`config.mk`:
```
export PLATFORM = sky130hd
export DESIGN_NAME = fp_rnd_pipe
export DESIGN_NICKNAME = d
export VERILOG_FILES = /design/src/rtl/fp_rnd_pipe.sv
export SDC_FILE = /design/constraint.sdc
export NUM_CORES = 1
export LEC_CHECK = 0
export BUFFER_PORTS_ARGS = -buffer_cell sky130_fd_sc_hd__buf_2
export CAP_MARGIN = 15
export CORE_ASPECT_RATIO = 1.2
export CORE_MARGIN = 3
export CORE_UTILIZATION = 35
export CTS_BUF_LIST = sky130_fd_sc_hd__clkbuf_4 sky130_fd_sc_hd__clkbuf_8
export DETAILED_ROUTE_END_ITERATION = 16
export PLACE_DENSITY_LB_ADDON = 0.12
export SYNTH_ARGS = -nofsm -noshare
export SYNTH_HDL_FRONTEND = slang
export SYNTH_SLANG_ARGS = --single-unit
```
`constraint.sdc`:
```
create_clock -name iClk -period 5.8 [get_ports iClk]
set_input_delay 0.58 -clock iClk [delete_from_list [all_inputs] [get_ports iClk]]
set_output_delay 0.58 -clock iClk [all_outputs]
set_load 0.005 [all_outputs]
```
`src/rtl/fp_rnd_pipe.sv`:
```
`timescale 1ns/1ps
// fp_rnd_pipe
//   Rounding and packing stage that sits after the int->float conversion path.
//   It takes an unpacked value {sign, biased exponent, mantissa, guard/round/
//   sticky, special-case qualifiers} and produces a packed IEEE result:
//   single precision NaN-boxed into 64 bits, or double precision.
//   The stage is a two-deep valid/ready pipeline with latency 2 and a
//   throughput of one transaction per cycle.
//
//   Stage 1 decides the rounding increment and adds it to the mantissa.
//   Stage 2 renormalises, detects overflow/underflow, resolves special cases
//   and packs the result together with the exception flags.
//
// Parameters
//   TAG_W     width of the opaque tag returned unchanged with each result
//
// Ports
//   iClk, iRst                  clock, asynchronous active-high reset
//   iValid / oReady             input handshake
//   iTag                        transaction tag
//   iSig, iExpo, iMant          sign, biased exponent (14b), mantissa (54b)
//   iFmt                        0 single, 1 double, 2/3 handled as single
//   iRm                         0 RNE, 1 RTZ, 2 RDN, 3 RUP, 4 RMM, 5-7 as RNE
//   iGrs                        guard, round, sticky bits
//   iSnan, iQnan, iDbz, iInfs, iZero   special-case qualifiers
//   oValid / iReady             output handshake
//   oTag, oResult, oFlags       tag, packed result, {NV,DZ,OF,UF,NX}
//
// Build option
//   FP_RND_FLAG_ACC_EN  adds iFlagClr / oFlagAcc: a sticky OR of oFlags over
//                       every output transfer, cleared by iFlagClr.
module fp_rnd_pipe #(
   parameter int TAG_W = 4
) (
   input  logic             iClk,
   input  logic             iRst,
   input  logic             iValid,
   output logic             oReady,
   input  logic [TAG_W-1:0] iTag,
   input  logic             iSig,
   input  logic [13:0]      iExpo,
   input  logic [53:0]      iMant,
   input  logic [1:0]       iFmt,
   input  logic [2:0]       iRm,
   input  logic [2:0]       iGrs,
   input  logic             iSnan,
   input  logic             iQnan,
   input  logic             iDbz,
   input  logic             iInfs,
   input  logic             iZero,
   output logic             oValid,
   input  logic             iReady,
   output logic [TAG_W-1:0] oTag,
   output logic [63:0]      oResult,
`ifdef FP_RND_FLAG_ACC_EN
   input  logic             iFlagClr,
   output logic [4:0]       oFlagAcc,
`endif
   output logic [4:0]       oFlags
);

   // Handshake: a transfer happens on a clock edge where valid and ready are
   // both high (iValid&oReady at the input, oValid&iReady at the output).
   // Once oValid is high, oTag/oResult/oFlags hold until iReady accepts them.
   // A stage advances when it is empty or when the stage after it advances,
   // so input and output may transfer in the same cycle.

   // ---------------- stage 1 registers ----------------
   logic             s1_valid;
   logic [TAG_W-1:0] s1_tag;
   logic             s1_sig;
   logic [13:0]      s1_expo;
   logic [54:0]      s1_mant;
   logic             s1_dbl;
   logic [2:0]       s1_rm;
   logic             s1_inexact;
   logic [4:0]       s1_spc;   // {snan, qnan, dbz, infs, zero}

   logic s2_adv;
   logic s1_adv;

   assign s2_adv = ~oValid | iReady;
   assign s1_adv = s1_valid & s2_adv;
   assign oReady = ~s1_valid | s1_adv;

   // ---------------- stage 1 logic: rounding increment ----------------
   logic [2:0]  rm_eff;
   logic        rnd_c;
   logic [54:0] mant_r_c;

   assign rm_eff = (iRm > 3'd4) ? 3'd0 : iRm;

   always_comb begin
      rnd_c = 1'b0;
      case (rm_eff)
         3'd0:    rnd_c = iGrs[2] & (iMant[0] | iGrs[1] | iGrs[0]);
         3'd1:    rnd_c = 1'b0;
         3'd2:    rnd_c = iSig & (|iGrs);
         3'd3:    rnd_c = ~iSig & (|iGrs);
         3'd4:    rnd_c = iGrs[2];
         default: rnd_c = 1'b0;
      endcase
   end

   assign mant_r_c = {1'b0, iMant} + 55'(rnd_c);

   always_ff @(posedge iClk or posedge iRst) begin
      if (iRst) begin
         s1_valid   <= 1'b0;
         s1_tag     <= '0;
         s1_sig     <= 1'b0;
         s1_expo    <= '0;
         s1_mant    <= '0;
         s1_dbl     <= 1'b0;
         s1_rm      <= '0;
         s1_inexact <= 1'b0;
         s1_spc     <= '0;
      end else if (oReady) begin
         s1_valid <= iValid;
         if (iValid) begin
            s1_tag     <= iTag;
            s1_sig     <= iSig;
            s1_expo    <= iExpo;
            s1_mant    <= mant_r_c;
            s1_dbl     <= (iFmt == 2'd1);
            s1_rm      <= rm_eff;
            s1_inexact <= |iGrs;
            s1_spc     <= {iSnan, iQnan, iDbz, iInfs, iZero};
         end
      end
   end

   // ---------------- stage 2 logic: renormalise, classify, pack ----------------
   logic        carry;
   logic [54:0] mant_n;
   logic [14:0] expo_n;
   logic        ovf;
   logic        udf;
   logic        to_inf;
   logic [63:0] nan_v, inf_v, zero_v, max_v;
   logic [63:0] res_c;
   logic [4:0]  flg_c;

   // Rounding up an all-ones mantissa carries one place past the hidden bit.
   assign carry  = s1_dbl ? s1_mant[53] : s1_mant[24];
   assign mant_n = carry ? (s1_mant >> 1) : s1_mant;
   assign expo_n = {1'b0, s1_expo} + 15'(carry);
   assign ovf    = s1_dbl ? (expo_n >= 15'd2047) : (expo_n >= 15'd255);
   // No subnormal support: a nonzero value with exponent 0 flushes to zero.
   assign udf    = (expo_n == 15'd0) && (|mant_n);

   // Overflow goes to infinity unless the rounding direction points toward
   // zero for this sign, in which case the largest finite value is returned.
   assign to_inf = (s1_rm == 3'd0) || (s1_rm == 3'd4) ||
                   ((s1_rm == 3'd3) && !s1_sig) || ((s1_rm == 3'd2) && s1_sig);

   assign nan_v  = s1_dbl ? 64'h7FF8000000000000 : 64'hFFFFFFFF7FC00000;
   assign inf_v  = s1_dbl ? {s1_sig, 11'h7FF, 52'd0} : {32'hFFFFFFFF, s1_sig, 8'hFF, 23'd0};
   assign zero_v = s1_dbl ? {s1_sig, 63'd0} : {32'hFFFFFFFF, s1_sig, 31'd0};
   assign max_v  = s1_dbl ? {s1_sig, 63'h7FEFFFFFFFFFFFFF} : {32'hFFFFFFFF, s1_sig, 31'h7F7FFFFF};

   always_comb begin
      res_c = '0;
      flg_c = '0;
      if (s1_spc[4]) begin
         res_c = nan_v;
         flg_c = 5'b10000;
      end else if (s1_spc[3]) begin
         res_c = nan_v;
      end else if (s1_spc[2]) begin
         res_c = inf_v;
         flg_c = 5'b01000;
      end else if (s1_spc[1]) begin
         res_c = inf_v;
      end else if (s1_spc[0]) begin
         res_c = zero_v;
      end else if (ovf) begin
         res_c = to_inf ? inf_v : max_v;
         flg_c = 5'b00101;
      end else if (udf) begin
         res_c = zero_v;
         flg_c = 5'b00011;
      end else begin
         if (s1_dbl) res_c = {s1_sig, expo_n[10:0], mant_n[51:0]};
         else        res_c = {32'hFFFFFFFF, s1_sig, expo_n[7:0], mant_n[22:0]};
         flg_c = {4'b0000, s1_inexact};
      end
   end

   // ---------------- stage 2 / output registers ----------------
   always_ff @(posedge iClk or posedge iRst) begin
      if (iRst) begin
         oValid  <= 1'b0;
         oTag    <= '0;
         oResult <= '0;
         oFlags  <= '0;
      end else if (s2_adv) begin
         oValid <= s1_valid;
         if (s1_valid) begin
            oTag    <= s1_tag;
            oResult <= res_c;
            oFlags  <= flg_c;
         end
      end
   end

`ifdef FP_RND_FLAG_ACC_EN
   // Clear wins over the old contents but not over a transfer in the same
   // cycle: that transfer's flags become the new accumulated value.
   always_ff @(posedge iClk or posedge iRst) begin
      if (iRst) begin
         oFlagAcc <= '0;
      end else if (iFlagClr) begin
         oFlagAcc <= (oValid & iReady) ? oFlags : 5'd0;
      end else if (oValid & iReady) begin
         oFlagAcc <= oFlagAcc | oFlags;
      end
   end
`endif

endmodule

```
==> summary.md <==
| Metric | Value |
|---|---|
| Outcome | `finished, final reports clean` |
| Fraction of met3 tracks used by global routing | `0.0289` |
| Antenna Cells | `0` |
| Width of the chip | `149 um` |
| Num rows | `62` |
| Post-DP HPWL | `18.1 mm` |
| Via count of the routed design | `7204` |
| TritonCTS clock tree | `built` |
| Global route overflow | `0` |
| H-tree levels | `4` |
| Least-Margin Pin Slew | `1.01 ns` |
| Buffers on Ports | `164` |
| Worst setup EP type | `flop` |
| Required time at the worst-slack endpoint | `6.14 ns` |
| Post-placement setup slack | `1.46 ns` |
| Setup repair after global routing missed its margin | `false` |
| Count of pins over their slew limit | `0` |
| Power per Cell Area | `293 mW/mm^2` |
| Crit path DAT | `4.74 ns` |
| Root buffer selected by CTS | `sky130_fd_sc_hd__clkbuf_8` |
| Warnings from Yosys | `0` |
| Clock Tree Buf Depth | `2` |
| Max-cap violations | `0` |
| Min-Delay Path Class | `input port to async pin` |
| Largest net degree at the start of global routing | `83` |
| Number of filler instances in the final layout | `2468` |
| Net count of the finished layout | `1179` |
| Cell with the biggest individual delay on the critical path | `sky130_fd_sc_hd__nand3_1` |
| # resized after CTS | `0` |
| Global router's overall resource usage | `0.187` |
| Worst-Skew Late Latency | `0.46 ns` |
| TritonCTS Buffers | `17` |
| Global-route track usage on met1 | `0.242` |
| Highest achievable clock rate | `227 MHz` |
| Largest fanout on the critical path | `24` |
| Worst-case vdd ir drop | `123 uV` |
| # Post-CTS Setup Buffers | `0` |
| Post-route fraction of the period consumed by the critical path | `0.759` |
| Floorplan die area | `0.0263 mm^2` |
| Final-report hold violation count | `0` |
| Clock Skews | `0.0170 ns` |
| Final setup violation count | `0` |
| Clock-pin slew on the worst setup and hold paths | `0.10 ns` |
| Wire length of the first global-routing pass | `38.8 mm` |
| 1st-iter DRT viols | `397` |
| Post-synthesis register bit count | `159` |
| Total leakage power | `4.44 nW` |
| Post-synth EDFFs | `0` |
| Quantity of hold-fixing buffers added after cts | `0` |
| Share of final-layout standard cells stronger than drive strength 1 | `0.212` |
| Max transition margin | `0.321` |
| Area inside the core boundary | `0.0240 mm^2` |
| DRC Markers | `0` |
| Clock net sink count | `159` |
| Delay contributed by the slowest stage of the critical path | `0.81 ns` |
| Distinct cell type count after synthesis | `57` |
| Total Neg Setup Slack | `0 ns` |
| Final weighted congestion in routability-driven placement | `0.877` |
| Peak-usage layer in the global routing report | `met2` |
| Fraction of registers with async set/reset | `1.00` |
| Initial antenna violation count | `1` |
| Wire per inst | `17.3 um` |
| Part of the Yosys area used for sequential elements | `0.466` |
| Most frequently used cell type in the post-synthesis netlist | `sky130_fd_sc_hd__nand2_1` |
| Most instantiated flip-flop cell in the synthesis netlist | `sky130_fd_sc_hd__dfrtp_1` |
| Routed wire length | `24.4 mm` |
| Synthesized instance count | `945` |
| Minimum setup slack in the final design | `1.40 ns` |
| Critical Setup Path Class | `flop to flop` |
| Area grow syn2layout | `17.5%` |
| Library cell occupying the most area in the post-synthesis netlist | `sky130_fd_sc_hd__dfrtp_1` |
| Initial core utilization | `0.356` |
| Drt first pass iters | `5` |
| Met2 Use GR | `0.328` |
| I/O pins | `165` |
| Synthesized area per cell | `9.04 um^2` |
| Startpoint type of the worst setup path | `flop` |
| Detail Route Antenna Nets | `0` |
| Yosys top cell area share | `0.466` |
| Sum of internal, switching and leakage power | `2.94 mW` |
| Number of nets in the synthesized netlist | `1042` |
| Clock period minus worst slack | `4.40 ns` |
| Combined area of all synthesized cells | `0.00854 mm^2` |
| Via count of the first global-routing pass | `7130` |
| DIE HEIGHT | `177 um` |
| Critical-path cell list | `buf_4 -> mux2i_2 -> inv_2 -> ha_1 -> and4_1 -> a21boi_0 -> o2111ai_1 -> o311ai_1 -> or2_2 -> nand3_1 -> o221ai_1` |
| Synth top cells by count | `sky130_fd_sc_hd__nand2_1 (232), sky130_fd_sc_hd__dfrtp_1 (159), sky130_fd_sc_hd__o21ai_0 (67), sky130_fd_sc_hd__mux2i_1 (49), sky130_fd_sc_hd__clkbuf_1 (44)` |
| Via/cell ratio | `5.09` |
| Area contributors post-synth | `sky130_fd_sc_hd__dfrtp_1 (47%), sky130_fd_sc_hd__nand2_1 (10%), sky130_fd_sc_hd__mux2i_1 (5.7%), sky130_fd_sc_hd__o21ai_0 (3.9%), sky130_fd_sc_hd__xor2_1 (3.6%)` |
## cell type report
cell class	count	area [um^2]	area share
Timing Repair Buffer	174	896	0.0893
Clock inverter	13	153	0.0152
Clock buffer	19	262	0.0261
Multi-Input combinational cell	721	4310	0.429
Inverter	9	38.8	0.00386
Sequential cell	159	3980	0.396
Tap cell	320	400	0.0399
## kinds of logic (layout without fill, tap and decap cells)
logic type,after synthesis,in the layout,share of synthesized area
mux,53,53,0.0630
flops,159,159,0.466
simple gates,418,418,0.224
fa+ha+maj,8,8,0.0114
xor+xnor,62,62,0.0636
buf+inv,65,215,0.0312
compound gates,180,180,0.141
## sequential cells by signal, summed over array words and instances, names as in the netlist, 3 cells and up
signal and cells:
s1_tag 4, s1_expo 14, oFlags 5, oResult 64, oTag 4, s1_spc 5
s1_rm 3, s1_mant 55
## worst paths after layout
| check | startpoint | slack, ns | to | depth (start not counted) |
|---|---|---|---|---|
| max in group asynchronous | iRst | 4.44 | oResult[49] | 3 |
| hold / removal | iRst | 0.15 | s1_tag[0] | 2 |
| hold reg to reg | oTag[3] | 0.48 | oTag[3] | 2 |
| setup reg to reg | s1_dbl | 1.40 | oResult[31] | 11 |
| min in group iClk | iTag[0] | 0.30 | s1_tag[0] | 3 |
| setup / recovery | s1_dbl | 1.40 | oResult[31] | 11 |
## metrics by stage
stage                     cell area (um^2)  utilization  instances  hold slack, ns
final                                10000        0.419       1415           0.149
after global routing                 10000        0.419       1415           0.163
after CTS                            10000        0.419       1415           0.142
after detailed placement              9620        0.401       1383           0.451
after global placement                9620        0.401       1383           0.448
after floorplan                       8540            -        945           0.439
## critical path, delay by kind of cell, from the launching register on
| family | cells | cell delay [ns] |
|---|---|---|
| fa+ha+maj | 1 | 0.28 |
| simple gates | 3 | 1.50 |
| compound gates | 4 | 1.38 |
| buf+inv | 2 | 0.37 |
| flops | 1 | 0.33 |
| mux | 1 | 0.44 |
## layer usage
| metal | vias up | routed length, um |
|---|---|---|
| met2 | 145 | 12400 |
| met3 | 20 | 816 |
| met4 | 2 | 251 |
| met1 | 3430 | 11000 |
| li1 | 3607 | - |
| met5 | - | 13 |
## placed cells by master, fill, tap and decap left out, drive strengths merged, types with 4 or more instances in the layout
cell	synthesis	final
a211o	4	4
a21oi	27	27
a31oi	6	6
and2	9	9
and3	16	16
and4	6	6
buf	12	174
clkbuf	44	19
clkinvlp	0	5
dfrtp	159	159
ha	7	7
inv	9	14
mux2i	50	50
nand2	232	232
nand2b	7	7
nand3	34	34
nand3b	4	4
nand4	20	20
nor2	37	37
nor3	15	15
nor4	17	17
o211ai	44	44
o21ai	68	68
o22a	8	8
or2	4	4
or3	7	7
or4	4	4
xnor2	27	27
xor2	35	35
## power by group
group / switching [mW] / leakage (nW) / total, mW / internal (mW)
Clock: 0.450 / 0.194 / 0.865 / 0.414
Combinational: 0.375 / 2.32 / 0.659 / 0.284
Sequential: 0.156 / 1.92 / 1.42 / 1.26
Total: 0.982 / 4.44 / 2.94 / 1.96
Power figures use the tool's default switching activity.
